File: src/rtl/regfile_scoreboard.sv
// Architectural register file with a per-register reservation scoreboard.
// Decode reads operands and checks hazards combinationally; write-back updates data and releases.
module regfile_scoreboard #(
  parameter int W_RD  = 5,
  parameter int W_OPR = 32,
  parameter int W_CNT = 6
) (
  input  logic             clk,
  input  logic             reset,
  input  logic [W_RD-1:0]  r0_i,
  input  logic [W_RD-1:0]  r1_i,
  input  logic             chk_v_i,
  input  logic             use_r0_i,
  input  logic             use_r1_i,
  input  logic             use_rd_i,
  output logic [W_OPR-1:0] r_opr0_o,
  output logic [W_OPR-1:0] r_opr1_o,
  output logic             reserved_o,
  input  logic             w_reserve_i,
  input  logic             wb_en_i,
  input  logic [W_RD-1:0]  wb_addr_i,
  input  logic [W_OPR-1:0] wb_data_i,
  output logic [W_CNT-1:0] rsv_cnt_o
);

  localparam int NREG = 1 << W_RD;
  localparam logic [W_CNT-1:0] NREG_CNT = W_CNT'(NREG);

  // Handshake: wb_en_i and w_reserve_i are valid-only strobes with an
  // implicit always-ready sink; each is consumed on the rising edge it is
  // high. Decode must gate w_reserve_i with !reserved_o, so reserved_o
  // never looks at w_reserve_i.

  logic [W_OPR-1:0] rf [NREG];
  logic [NREG-1:0]  rsv;
  logic [W_CNT-1:0] rsv_cnt;

  logic [NREG-1:0]  wb_mask;
  logic [NREG-1:0]  rs_mask;
  logic [NREG-1:0]  eff;
  logic [NREG-1:0]  rsv_next;
  logic             wb_hit0;
  logic             wb_hit1;
  logic             same_reg;
  logic             cnt_inc;
  logic             cnt_dec;
  logic [W_CNT-1:0] cnt_next;

  always_comb begin
    wb_mask = '0;
    if (wb_en_i) wb_mask[wb_addr_i] = 1'b1;
  end

  always_comb begin
    rs_mask = '0;
    if (w_reserve_i) rs_mask[r0_i] = 1'b1;
  end

  // A same-cycle write-back hides the reservation it is about to release.
  assign eff      = rsv & ~wb_mask;
  assign rsv_next = (rsv & ~wb_mask) | rs_mask;

  assign wb_hit0  = wb_en_i && (wb_addr_i == r0_i);
  assign wb_hit1  = wb_en_i && (wb_addr_i == r1_i);
  assign same_reg = w_reserve_i && wb_hit0;

  assign r_opr0_o = wb_hit0 ? wb_data_i : rf[r0_i];
  assign r_opr1_o = wb_hit1 ? wb_data_i : rf[r1_i];

  assign reserved_o = chk_v_i & ((use_r0_i & eff[r0_i]) |
                                 (use_r1_i & eff[r1_i]) |
                                 (use_rd_i & eff[r0_i]));

  // Release-then-re-reserve of a set bit leaves the population unchanged.
  assign cnt_inc  = w_reserve_i && !rsv[r0_i];
  assign cnt_dec  = wb_en_i && rsv[wb_addr_i] && !same_reg;
  assign cnt_next = rsv_cnt + W_CNT'(cnt_inc) - W_CNT'(cnt_dec);

  always_ff @(posedge clk or negedge reset) begin
    if (!reset) begin
      for (int i = 0; i < NREG; i++) rf[i] <= '0;
    end else if (wb_en_i) begin
      rf[wb_addr_i] <= wb_data_i;
    end
  end

  always_ff @(posedge clk or negedge reset) begin
    if (!reset) begin
      rsv     <= '0;
      rsv_cnt <= '0;
    end else begin
      rsv     <= rsv_next;
      rsv_cnt <= cnt_next;
    end
  end

  assign rsv_cnt_o = rsv_cnt;

`ifndef SYNTHESIS
  a_double_reserve: assert property (@(posedge clk) disable iff (!reset)
    !(w_reserve_i && rsv[r0_i] && !wb_hit0))
    else $error("reserve of already-reserved register %0d", r0_i);

  a_cnt_underflow: assert property (@(posedge clk) disable iff (!reset)
    !(cnt_dec && !cnt_inc && rsv_cnt == '0))
    else $error("reservation counter underflow");

  a_cnt_overflow: assert property (@(posedge clk) disable iff (!reset)
    !(cnt_inc && !cnt_dec && rsv_cnt == NREG_CNT))
    else $error("reservation counter overflow");

  a_cnt_matches: assert property (@(posedge clk) disable iff (!reset)
    rsv_cnt == W_CNT'($countones(rsv)))
    else $error("reservation counter out of step with scoreboard");
`endif

endmodule

File: config.mk
export PLATFORM = sky130hd
export DESIGN_NAME = regfile_scoreboard
export DESIGN_NICKNAME = d
export VERILOG_FILES = /design/src/rtl/regfile_scoreboard.sv
export SDC_FILE = /design/constraint.sdc
export NUM_CORES = 2
export LEC_CHECK = 0
export ABC_CLOCK_PERIOD_IN_PS = 5900
export CAP_MARGIN = 5
export CORE_MARGIN = 2
export CORE_UTILIZATION = 42
export CTS_CLUSTER_DIAMETER = 60
export DETAILED_ROUTE_END_ITERATION = 10
export PLACE_DENSITY = 0.59
export SLEW_MARGIN = 5
export SYNTH_ARGS = -nofsm -noshare
export SYNTH_HDL_FRONTEND = slang
export SYNTH_SLANG_ARGS = --single-unit
export TNS_END_PERCENT = 20
File: constraint.sdc
create_clock -name clk -period 5.9 [get_ports clk]
set_input_delay 1.77 -clock clk [delete_from_list [all_inputs] [get_ports clk]]
set_output_delay 1.77 -clock clk [all_outputs]
set_load 0.01 [all_outputs]
==> results.ini <==
[yosys]
synth_top_flop_cell=dfrtp_1
syn_avg_cell_area_um2=15.4
netlist_top_cells_area=dfrtp_1 46%, mux4_2 24%, mux2_2 19%
syn-instance-count=3709
yosys_warnings=0
synthArstFlopShare_pct=100
netlist.area_leader.share_pct=46.5
synthesis.nets=3771
ys_ff_latch=1062
synth_edf_count=0
syn_area_um2=57200
yosysSeqAreaShare_pct=46.5
synth.distinct_cells=59
yosysTopAreaCell=dfrtp_1

[worst_setup_path]
slowest_stage=clkdlybuf4s50_1
path_cells=clkdlybuf4s50_1 -> buf_6 -> or2_1 -> o21ai_0 -> mux4_2 -> a21oi_1 -> o211ai_1 -> o22ai_2 -> clkdlybuf4s15_2
crit_arrival_ns=4.26
critPathKind=in2out
critPathMaxStageDelay_ns=0.48
worstPathRequired_ns=4.13
worstPathMaxFanout=8
endpoint_kind=output port
critPathLaunchType=input pin

[global_route]
grt-ovfl-total=0
grt_pass1_wl_mm=281
antenna_found_initial=4
grt_pass1_vias=38700
grt_max_degree=109
track_usage_pct=27.6

[cts]
root_buffer=clkbuf_16
clk_latency_ns=0.74
cts_buffers=120
clock-sinks=1062
cts_tree=done
htree_levels=3
clk_pin_slew_worst_paths_ns=0.06
cts.path.max_buffers=3

[final_layout]
fill_cells=11400
drive_above_1_share_pct=56.6
final_cell_mix=1,062 x dfrtp_1, 963 x mux2_2, 600 x mux4_2, 319 x buf_4, 146 x nand2_1
final_common_cell=dfrtp_1
nets=4076
final_cells=5892
areaGrowthSynthToFinish_pct=19.6

[floorplanning]
fp-row-count=135
ioPinCount=126
die_w_um=373
coreArea_um2=135000
initial_core_util_pct=42.3
dieArea_um2=139000
fp.dieH_um=373

[pwr]
pwr_density_cell_nw_per_um2=332
ir_worst_vdd_v=0.000229
p_leak_nw=29.4

[sta]
fmax_ghz=0.166
slew_headroom_pct=21.0
finClkSkew_ns=0.0219
min_period_over_period_pct=102
setup_viol=1
maxSlewViolCount=0
worstMarginPinSlew_ns=1.19
finalHoldViolations=0
rsz0062_at_grt=yes
tns_ns=-0.128
finalCriticalPeriod_ns=6.03
setup_slack_ns=-0.128

[detailed_routing]
avgRoutedWirePerCell_um=32.5
drcViolationCount=0
drt-vias-per-instance=6.37
firstDrtPassIters=5
wirelength_mm=192
num_vias=37500
ant_nets=0
drt_iter0_markers=3562

[placed_design]
io_buffer_count=125
dp_slack_ns=-0.638
place_congestion=0.916
dp.cells=5642
dpl.hpwl_mm=113

[status]
violations=negative setup slack
status=complete, but fails checks

[flow_run]
drv_cap=0

[hold_path]
min-delay-path-class=reg2reg

[worst max-delay path, delay by kind of cell]
kind            cells  cell delay [ns]
simple gates        1             0.34
compound gates      4             0.78
mux                 1             0.47
buf+inv             3             0.89
[cells in the mapped netlist, drive strengths merged, types with 4 or more instances]
cell     number
nor2         31
buf         199
o21ai        81
o211ai        4
a22oi       129
clkbuf      197
mux2       1024
mux2i        41
a21oi        14
inv          24
nand4        35
ha            6
xnor2        13
a311oi        5
nor3          7
mux4        600
o22ai         9
a2111oi       5
dfrtp      1062
a211oi       12
nand3         5
nand2       159
[worst paths after layout]
| kind | from | endpoint | slack (ns) | cells after the start |
|---|---|---|---|---|
| max | wb_addr_i[0] | reserved_o | -0.13 | 9 |
| min | rf[104] | rf[104] | 0.50 | 2 |
| max reg2reg | rsv[23] | rsv_cnt_o[4] | 2.63 | 13 |
| min reg2reg | rf[104] | rf[104] | 0.50 | 2 |
| max in group asynchronous | reset | rf[587] | 3.54 | 2 |
| min in group asynchronous | reset | rf[674] | 1.15 | 1 |
[sequential cells by signal, summed over array words and instances (netlist names)]
signal / cells
rf: 1024
rsv: 32
rsv_cnt_o: 6
[per-stage QoR]
stage / utilization [%] / hold WS, ns / power (mW) / area [um^2]
after global placement: 47.1 / 0.476 / 15.0 / 63800
after detailed placement: 47.1 / 0.484 / 15.1 / 63800
final: 50.6 / 0.498 / 22.7 / 68400
after floorplan: - / 0.459 / 13.2 / 57200
after CTS: 50.5 / 0.499 / 22.8 / 68300
after global routing: 50.5 / 0.516 / 23.7 / 68400
[layer usage]
layer / vias to the layer above / GRT usage [%] / wire (um)
li1: 15100 / - / -
met1: 20700 / 39.9 / 83600
met2: 1410 / 42.7 / 89100
met3: 325 / 4.41 / 12600
met4: 2 / 9.31 / 6410
met5: - / 0 / 13
[kinds of logic (layout without fill, tap and decap cells)]
kind of cell | count (synthesis) | in the layout | synth area share [%]
buf+inv | 420 | 821 | 3.20
xor+xnor | 15 | 15 | 0.230
other cells | 0 | 1 | 0
simple gates | 267 | 267 | 2.18
mux | 1665 | 1665 | 44.5
compound gates | 273 | 273 | 3.21
flops | 1062 | 1062 | 46.5
fa+ha+maj | 7 | 7 | 0.166
[layout make-up]
cell class              instances  area, um^2  area share (%)
diodes                          1        2.50         0.00366
clock buffers                 172        3500            5.12
clock inverters                46         513           0.750
inverters                      24        91.3           0.134
multi-input cells            2227       29200            42.7
flip-flops and latches       1062       26600            38.9
well taps                    1781        2230            3.26
repair buffers                579        6300            9.21
[power breakdown]
part	switching, mW	total (mW)	internal (mW)
clock network	3.15	7.67	4.53
logic	2.03	5.24	3.21
registers	1.04	9.79	8.74
total	6.22	22.7	16.5
[timing repair]
action	CTS	global route
setup buffers	12	11
pin swaps	8	7
hold buffers	0	0
resized for setup	119	94
endpoints found under the setup margin	65	39
cloned	8	0
Note: power is estimated with default switching activity, not from simulation.
